### src/rtl/nes_joypad_poller.sv
// Autonomous NES pad poller: latch, eight shift clocks and a presence read each frame.
// Build option: define JOY_DEBOUNCE_EN to publish buttons only after two identical frames.
module nes_joypad_poller #(
  parameter int C_clk_hz        = 21428571,
  parameter int C_poll_hz       = 1000,
  parameter int C_strobe_cycles = 256,
  parameter int C_half_cycles   = 128
) (
  input  logic       clock,
  input  logic       R_reset,
  input  logic       joy_data,
  output logic       joy_strobe,
  output logic       joy_clock,
  output logic [7:0] buttons,
  output logic       present,
  output logic       valid
);

  localparam int C_poll_period = C_clk_hz / C_poll_hz;
  localparam int C_poll_w      = (C_poll_period > 1) ? $clog2(C_poll_period) : 1;
  localparam int C_phase_max   = (C_strobe_cycles > C_half_cycles) ? C_strobe_cycles : C_half_cycles;
  localparam int C_phase_w     = (C_phase_max > 1) ? $clog2(C_phase_max) : 1;

  typedef enum logic [2:0] {
    S_IDLE,
    S_STROBE,
    S_SETTLE,
    S_HI,
    S_LO,
    S_DONE
  } t_state;

  t_state                 r_state;
  logic [C_poll_w-1:0]    r_poll;
  logic [C_phase_w-1:0]   r_phase;
  logic [3:0]             r_k;
  logic [7:0]             r_shift;
  logic                   r_pres;
  logic                   r_pending;
  logic [1:0]             r_sync;
  logic                   r_strobe;
  logic                   r_jclk;
  logic [7:0]             r_buttons;
  logic                   r_present;
  logic                   r_valid;
`ifdef JOY_DEBOUNCE_EN
  logic [7:0]             r_last;
`endif

  logic w_tick;
  logic w_bit;
  logic w_strobe_last;
  logic w_half_last;

  assign w_tick        = (r_poll == C_poll_w'(C_poll_period - 1));
  // Pad drives low for a pressed button, so the sampled bit is inverted.
  assign w_bit         = ~r_sync[1];
  assign w_strobe_last = (r_phase == C_phase_w'(C_strobe_cycles - 1));
  assign w_half_last   = (r_phase == C_phase_w'(C_half_cycles - 1));

  assign joy_strobe = r_strobe;
  assign joy_clock  = r_jclk;
  assign buttons    = r_buttons;
  assign present    = r_present;
  assign valid      = r_valid;

  always_ff @(posedge clock) begin
    if (R_reset) begin
      r_poll <= '0;
      r_sync <= 2'b11;
    end else begin
      r_poll <= w_tick ? '0 : r_poll + 1'b1;
      r_sync <= {r_sync[0], joy_data};
    end
  end

  always_ff @(posedge clock) begin
    if (R_reset) begin
      r_state   <= S_IDLE;
      r_phase   <= '0;
      r_k       <= 4'd0;
      r_shift   <= 8'h00;
      r_pres    <= 1'b0;
      r_pending <= 1'b0;
      r_strobe  <= 1'b0;
      r_jclk    <= 1'b0;
      r_buttons <= 8'h00;
      r_present <= 1'b0;
      r_valid   <= 1'b0;
`ifdef JOY_DEBOUNCE_EN
      r_last    <= 8'h00;
`endif
    end else begin
      r_valid <= 1'b0;
      // A tick arriving mid-frame is remembered once; extra ticks are dropped.
      if (w_tick && (r_state != S_IDLE))
        r_pending <= 1'b1;

      case (r_state)
        S_IDLE: begin
          if (w_tick || r_pending) begin
            r_state   <= S_STROBE;
            r_pending <= 1'b0;
            r_phase   <= '0;
            r_strobe  <= 1'b1;
          end
        end
        S_STROBE: begin
          if (w_strobe_last) begin
            r_state  <= S_SETTLE;
            r_phase  <= '0;
            r_strobe <= 1'b0;
          end else begin
            r_phase <= r_phase + 1'b1;
          end
        end
        S_SETTLE: begin
          if (w_half_last) begin
            r_shift[0] <= w_bit;
            r_k        <= 4'd1;
            r_state    <= S_HI;
            r_phase    <= '0;
            r_jclk     <= 1'b1;
          end else begin
            r_phase <= r_phase + 1'b1;
          end
        end
        S_HI: begin
          if (w_half_last) begin
            r_state <= S_LO;
            r_phase <= '0;
            r_jclk  <= 1'b0;
          end else begin
            r_phase <= r_phase + 1'b1;
          end
        end
        S_LO: begin
          if (w_half_last) begin
            r_phase <= '0;
            if (r_k == 4'd8) begin
              r_pres  <= w_bit;
              r_state <= S_DONE;
            end else begin
              r_shift[r_k[2:0]] <= w_bit;
              r_k               <= r_k + 4'd1;
              r_state           <= S_HI;
              r_jclk            <= 1'b1;
            end
          end else begin
            r_phase <= r_phase + 1'b1;
          end
        end
        S_DONE: begin
          r_state   <= S_IDLE;
          r_valid   <= 1'b1;
          r_present <= r_pres;
`ifdef JOY_DEBOUNCE_EN
          r_last <= r_shift;
          if (!r_pres)
            r_buttons <= 8'h00;
          else if (r_shift == r_last)
            r_buttons <= r_shift;
`else
          r_buttons <= r_pres ? r_shift : 8'h00;
`endif
        end
        default: r_state <= S_IDLE;
      endcase
    end
  end

endmodule

### config.mk
export PLATFORM = sky130hd
export DESIGN_NAME = nes_joypad_poller
export DESIGN_NICKNAME = d
export VERILOG_FILES = /design/src/rtl/nes_joypad_poller.sv
export SDC_FILE = /design/constraint.sdc
export NUM_CORES = 1
export LEC_CHECK = 0
export BUFFER_PORTS_ARGS = -buffer_cell sky130_fd_sc_hd__buf_4
export CAP_MARGIN = 20
export CORE_MARGIN = 2
export CORE_UTILIZATION = 30
export CTS_CLUSTER_DIAMETER = 150
export DETAILED_ROUTE_END_ITERATION = 6
export MAX_ROUTING_LAYER = met4
export PLACE_DENSITY = 0.48
export SLEW_MARGIN = 30
export SYNTH_ARGS = -nofsm -noshare
export SYNTH_HDL_FRONTEND = slang
export SYNTH_SLANG_ARGS = --single-unit
### constraint.sdc
create_clock -name clock -period 4 [get_ports clock]
set_input_delay 0.6 -clock clock [delete_from_list [all_inputs] [get_ports clock]]
set_output_delay 0.6 -clock clock [all_outputs]
set_load 0.005 [all_outputs]
# Word level (Yosys, flattened, before mapping)
# Cells that the tools add are included.
dict set report op_classes {
  n_addsub 3
  magnitude_cmp 2
  eq_ne 15
  mux 35
  bitwise_logic 2
  reduce_logical 18
}
# op count
set op_table {}
lappend op_table {{$mux W8} 4}
lappend op_table {{$pmux W8 S3} 1}
lappend op_table {{$mux W3} 6}
lappend op_table {{$add A15 B1 Y15 const B} 1}
lappend op_table {{$eq A15 B15 Y1 const B} 1}
lappend op_table {{$pmux W3 S5} 1}
lappend op_table {{$mux W1} 14}
lappend op_table {{$mux W4} 3}
lappend op_table {{$ne A2 B2 Y1 const B} 6}
lappend op_table {{$reduce_and A5 Y1} 2}
lappend op_table {{$reduce_and A3 Y1} 3}
lappend op_table {{$reduce_bool A3 Y1} 3}
lappend op_table {{$add A8 B1 Y8 const B} 1}
lappend op_table {{$bwmux W8} 1}
lappend op_table {{$eq A8 B7 Y1 const B} 1}
lappend op_table {{$eq A8 B8 Y1 const B} 1}
lappend op_table {{$pmux W4 S2} 1}
lappend op_table {{$eq A3 B2 Y1 const B} 2}
lappend op_table {{$eq A3 B3 Y1 const B} 2}
lappend op_table {{$add A4 B1 Y4 const B} 1}
lappend op_table {{$eq A4 B4 Y1 const B} 1}
lappend op_table {{$lt A3 B4 Y1 const B} 1}
lappend op_table {{$pmux W1 S2} 2}
lappend op_table {{$reduce_and A4 Y1} 1}
lappend op_table {{other kinds (12)} 15}
dict set report word_totals {
  reg_bits 54
  inputBits 3
  out_inout_bits 12
  elab_cells 89
}

# Longest topological paths before layout
dict set report logic_depth {
  ltp_word 8
  ltp_mapped 8
  mapped_depth_nobuf 7
}

# Worst setup path after synthesis
# Ideal clock, no wire load.
dict set report synth_timing {
  path_kind {reg-to-reg}
  start {register r_phase[0]}
  end {register r_shift[1]}
  setup_ns 0.091
  arrival_time_ns 1.750
  required_time_ns 3.909
  slack_ns 2.159
  path_stages_with_launch 8
  n_path_buf 1
  synth_period_minus_slack_ns 1.841
  cell_sequence {dfxtp_1 ha_1 nand3_2 nor4_2 and3_1 buf_2 a21oi_1 a311oi_1}
}
dict set report synth_between {
  elab_chain_cells 2
}
# item line
set synth_rtl {}
lappend synth_rtl {{start, declared} 35} ;# logic [C_phase_w-1:0] r_phase;
lappend synth_rtl {{start signal, assigned} 114} ;# r_phase <= r_phase + 1'b1;
lappend synth_rtl {{start signal, assigned} 125} ;# r_phase <= r_phase + 1'b1;
lappend synth_rtl {{start signal, assigned} 134} ;# r_phase <= r_phase + 1'b1;
lappend synth_rtl {{$eq A8 B7 Y1} 59} ;# assign w_half_last = (r_phase == C_phase_w'(C_half_cycles - 1));
lappend synth_rtl {{$reduce_and A3 Y1 (no source line)} --}
lappend synth_rtl {{end signal, assigned by index} 144} ;# r_shift[r_k[2:0]] <= w_bit;
lappend synth_rtl {{end, declared} 37} ;# logic [7:0] r_shift;
# Every way passes these cells.
# A chain may end at the register's enable or synchronous reset.

# Worst setup path in the final report
# Same ends and word-level chain as after synthesis.

==> results.yml <==
final_layout:
  n_antenna_cell: 0
  multi_input_area_um2: 1270
  final_core_util_pct: 35.1
  area_growth_pct: 12.2
  drive_gt1_share_pct: 12.0
  fin_nets: 298
  ff_latch_area_um2: 1080
  nFillCells: 810
clock_network:
  ctsResizeCount: 0
  hold_buffers: 0
  numCtsBuffers: 5
  post_cts.repair.setup_buffers: 0
  htreeDepth: 2
  insertion_delay_ns: 0.32
  clk_path_buf_depth: 2
  tritoncts: "done"
  root_buffer: "clkbuf_8"
  cts_sinks: 54
  clkTransAtPathRegs_ns: 0.11
floorplanning:
  core_area_um2: 7810
  die_h_um: 94.2
  die_area_um2: 8880
  io_pins: 15
  rows: 32
  die_w_um: 94.2
  start_util_pct: 31.3
logic_synthesis:
  synth_xor_area_share_pct: 5.38
  synth_seq_cells: 54
  synth.area.top_cells: "dfxtp_1, nor2_1, a21oi_1"
  ys_types: 50
  synthSimpleGateAreaFrac_pct: 27.6
  synth_top_family_by_area: "simple AND/OR/NAND/NOR gates"
  yosysWarnings: 0
  synth_cells: 283
  synth_top_area_cell: "dfxtp_1"
  synth_enable_flop_cells: 0
  yosys.area_share.adder_pct: 2.05
  yosysSeqAreaShare_pct: 44.3
  ys_top_cells_by_count: "dfxtp_1, nor2_1, nand2_1"
  synthDominantCellAreaShare_pct: 44.3
  syn_area_per_cell_um2: 8.63
  muxShareOfSynthArea_pct: 2.05
  synth_nets: 290
  syn_area_um2: 2440
  ys.flop_type: "dfxtp_1"
  yosysMostFrequentCell: "dfxtp_1"
  synth_compound_area_share_pct: 14.9
  async_reset_ff_share_pct: 0
worst_setup_path:
  path_buf_inv: 0
  worstSetupEndpointType: "flip-flop"
  worstSetupStartpointType: "flip-flop"
  cp_top_family: "simple AND/OR/NAND/NOR gates"
  timing.rr.start: "r_phase[0]"
  crit_chain: "ha_1 > nand3_2 > nor4_2 > and3_1 > a21oi_1 > a311oi_1"
  crit_type: "flip-flop to flip-flop"
  crit_cells: 6
  reg2reg_slack_ns: 1.79
  crit_fanout: 9
  crit_end: "r_shift[1]"
  cp_slowest_stage_delay_ns: 0.52
  crit_path_start: "r_phase[0]"
  cpMaxStageDelayCell: "nor4_2"
  crit_arrival_ns: 2.45
  rr_worst_depth: 6
  r2r_end: "r_shift[1]"
  required_ns: 4.23
sta:
  rsz0062_at_grt: "no"
  layout_min_cycle_time_ns: 2.21
  slew-limit-headroom_pct: 59.8
  setup_viol: 0
  holdWs_ns: 0.437
  drv_slew: 0
  fmax_mhz: 452
  hold_viol_final: 0
  fin_crit_sh_pct: 55.3
  skew_ns: 0.00775
  finalSetupTns_ns: 0
  tightest_slew_ns: 0.598
power:
  ir_drop_v: 0.000158
  power_density_nw_per_um2: 367
  p_leak_nw: 0.986
  combPwrFrac_pct: 5.7
  p_seq_share_pct: 55.5
  switching_share_pct: 24.4
  clkPwrFrac_pct: 38.8
  power.switching_w: 0.000245
  p_int_w: 0.000759
global_route:
  grt_pass1_vias: 1886
  antenna_found_initial: 0
  grt-ovfl-total: 0
  grt_pass1_wl_mm: 8.96
  grt_max_degree: 39
  grt_util_all_layers_pct: 13.2
routing:
  drc: 0
  ant_nets: 0
  postRouteWirelength_mm: 5.23
  routed_via_density: 5.03
  detail_route.iter0.violations: 81
  vias: 1983
  routedWlPerCell_um: 13.3
  first_pass_iters: 4
min_path:
  min_path_cells: 1
  hold_start: "r_sync[0]"
  hold_path.class: "flip-flop to flip-flop"
placement:
  io_buffers: 14
  hpwl_mm: 3.58
  gp_congestion: 0.767
job:
  drv_cap: 0
run_status:
  status: "complete, no violations"
==> per-layer routing <==
layer  vias up  track usage [%]  share of wire [%]
met3         5             3.13                2.6
met2        19             21.2                 46
met1       940             16.5                 51
met4         0             3.86                1.2
li1       1019                -                  -
met5         -                -                  0
==> cell type report <==
class                      count  area share (%)
timing repair buffer          14            3.84
inverter                      10            1.37
clock inverter                 3            1.74
sequential                    54            39.5
multi-input combinational    206            46.4
tap                          102            4.66
clock buffer                   5            2.51
==> stage by stage <==
| step | std cells | setup WS (ns) | total power [W] | cell area (µm²) |
|---|---|---|---|---|
| floorplan | 283 | 2.16 | 0.000613 | 2440 |
| global placement | 386 | 1.80 | 0.000627 | 2620 |
| detailed placement | 386 | 1.74 | 0.000627 | 2620 |
| CTS | 394 | 1.70 | 0.00102 | 2740 |
| global route | 394 | 1.58 | 0.00105 | 2740 |
| finish | 394 | 1.79 | 0.00100 | 2740 |
==> power by group through the flow <==
| stage | Clock [W] | Combinational [W] | Sequential (W) |
|---|---|---|---|
| after floorplan | 0 | 0.0000503 | 0.000563 |
| after global placement | 0 | 0.0000580 | 0.000569 |
| after detailed placement | 0 | 0.0000578 | 0.000569 |
| after CTS | 0.000403 | 0.0000583 | 0.000557 |
| after global routing | 0.000427 | 0.0000665 | 0.000559 |
| final | 0.000390 | 0.0000574 | 0.000557 |
==> cell usage in the layout, fill, tap and decap left out, types with 7 or more instances in the layout <==
cell,instances
nand3_1,18
xnor2_1,7
inv_1,10
dfxtp_1,54
buf_4,14
o21ai_0,9
nor3_1,7
nor2_1,37
a21oi_1,22
nand2_1,24
and3_1,8
xor2_1,8
==> cells by family (layout without fill, tap and decap cells) <==
group | Yosys count | in the layout
buffers and inverters | 23 | 32
muxes | 5 | 5
AOI/OAI and AO/OA | 56 | 56
xor gates and xnor gates | 15 | 15
and+or+nand+nor | 126 | 126
DFF | 54 | 54
adders and majority gates | 4 | 4
==> flip-flops by register name, indices dropped and copies added (netlist names) <==
| signal | flops |
|---|---|
| buttons | 8 |
| joy_clock | 1 |
| joy_strobe | 1 |
| present | 1 |
| r_k | 4 |
| r_pending | 1 |
| r_phase | 8 |
| r_poll | 15 |
| r_pres | 1 |
| r_shift | 8 |
| r_state | 3 |
| r_sync | 2 |
| valid | 1 |
==> worst min path at each step <==
stage | end | slack (ns)
6_report | r_sync[1] | 0.44
5_1_grt | r_sync[1] | 0.45
4_1_cts | r_sync[1] | 0.44
3_5_place_dp | r_sync[1] | 0.42
3_3_place_gp | r_poll[0] | 0.43
2_1_floorplan | r_sync[1] | 0.39
No activity file was read; power rests on OpenSTA's default activity.
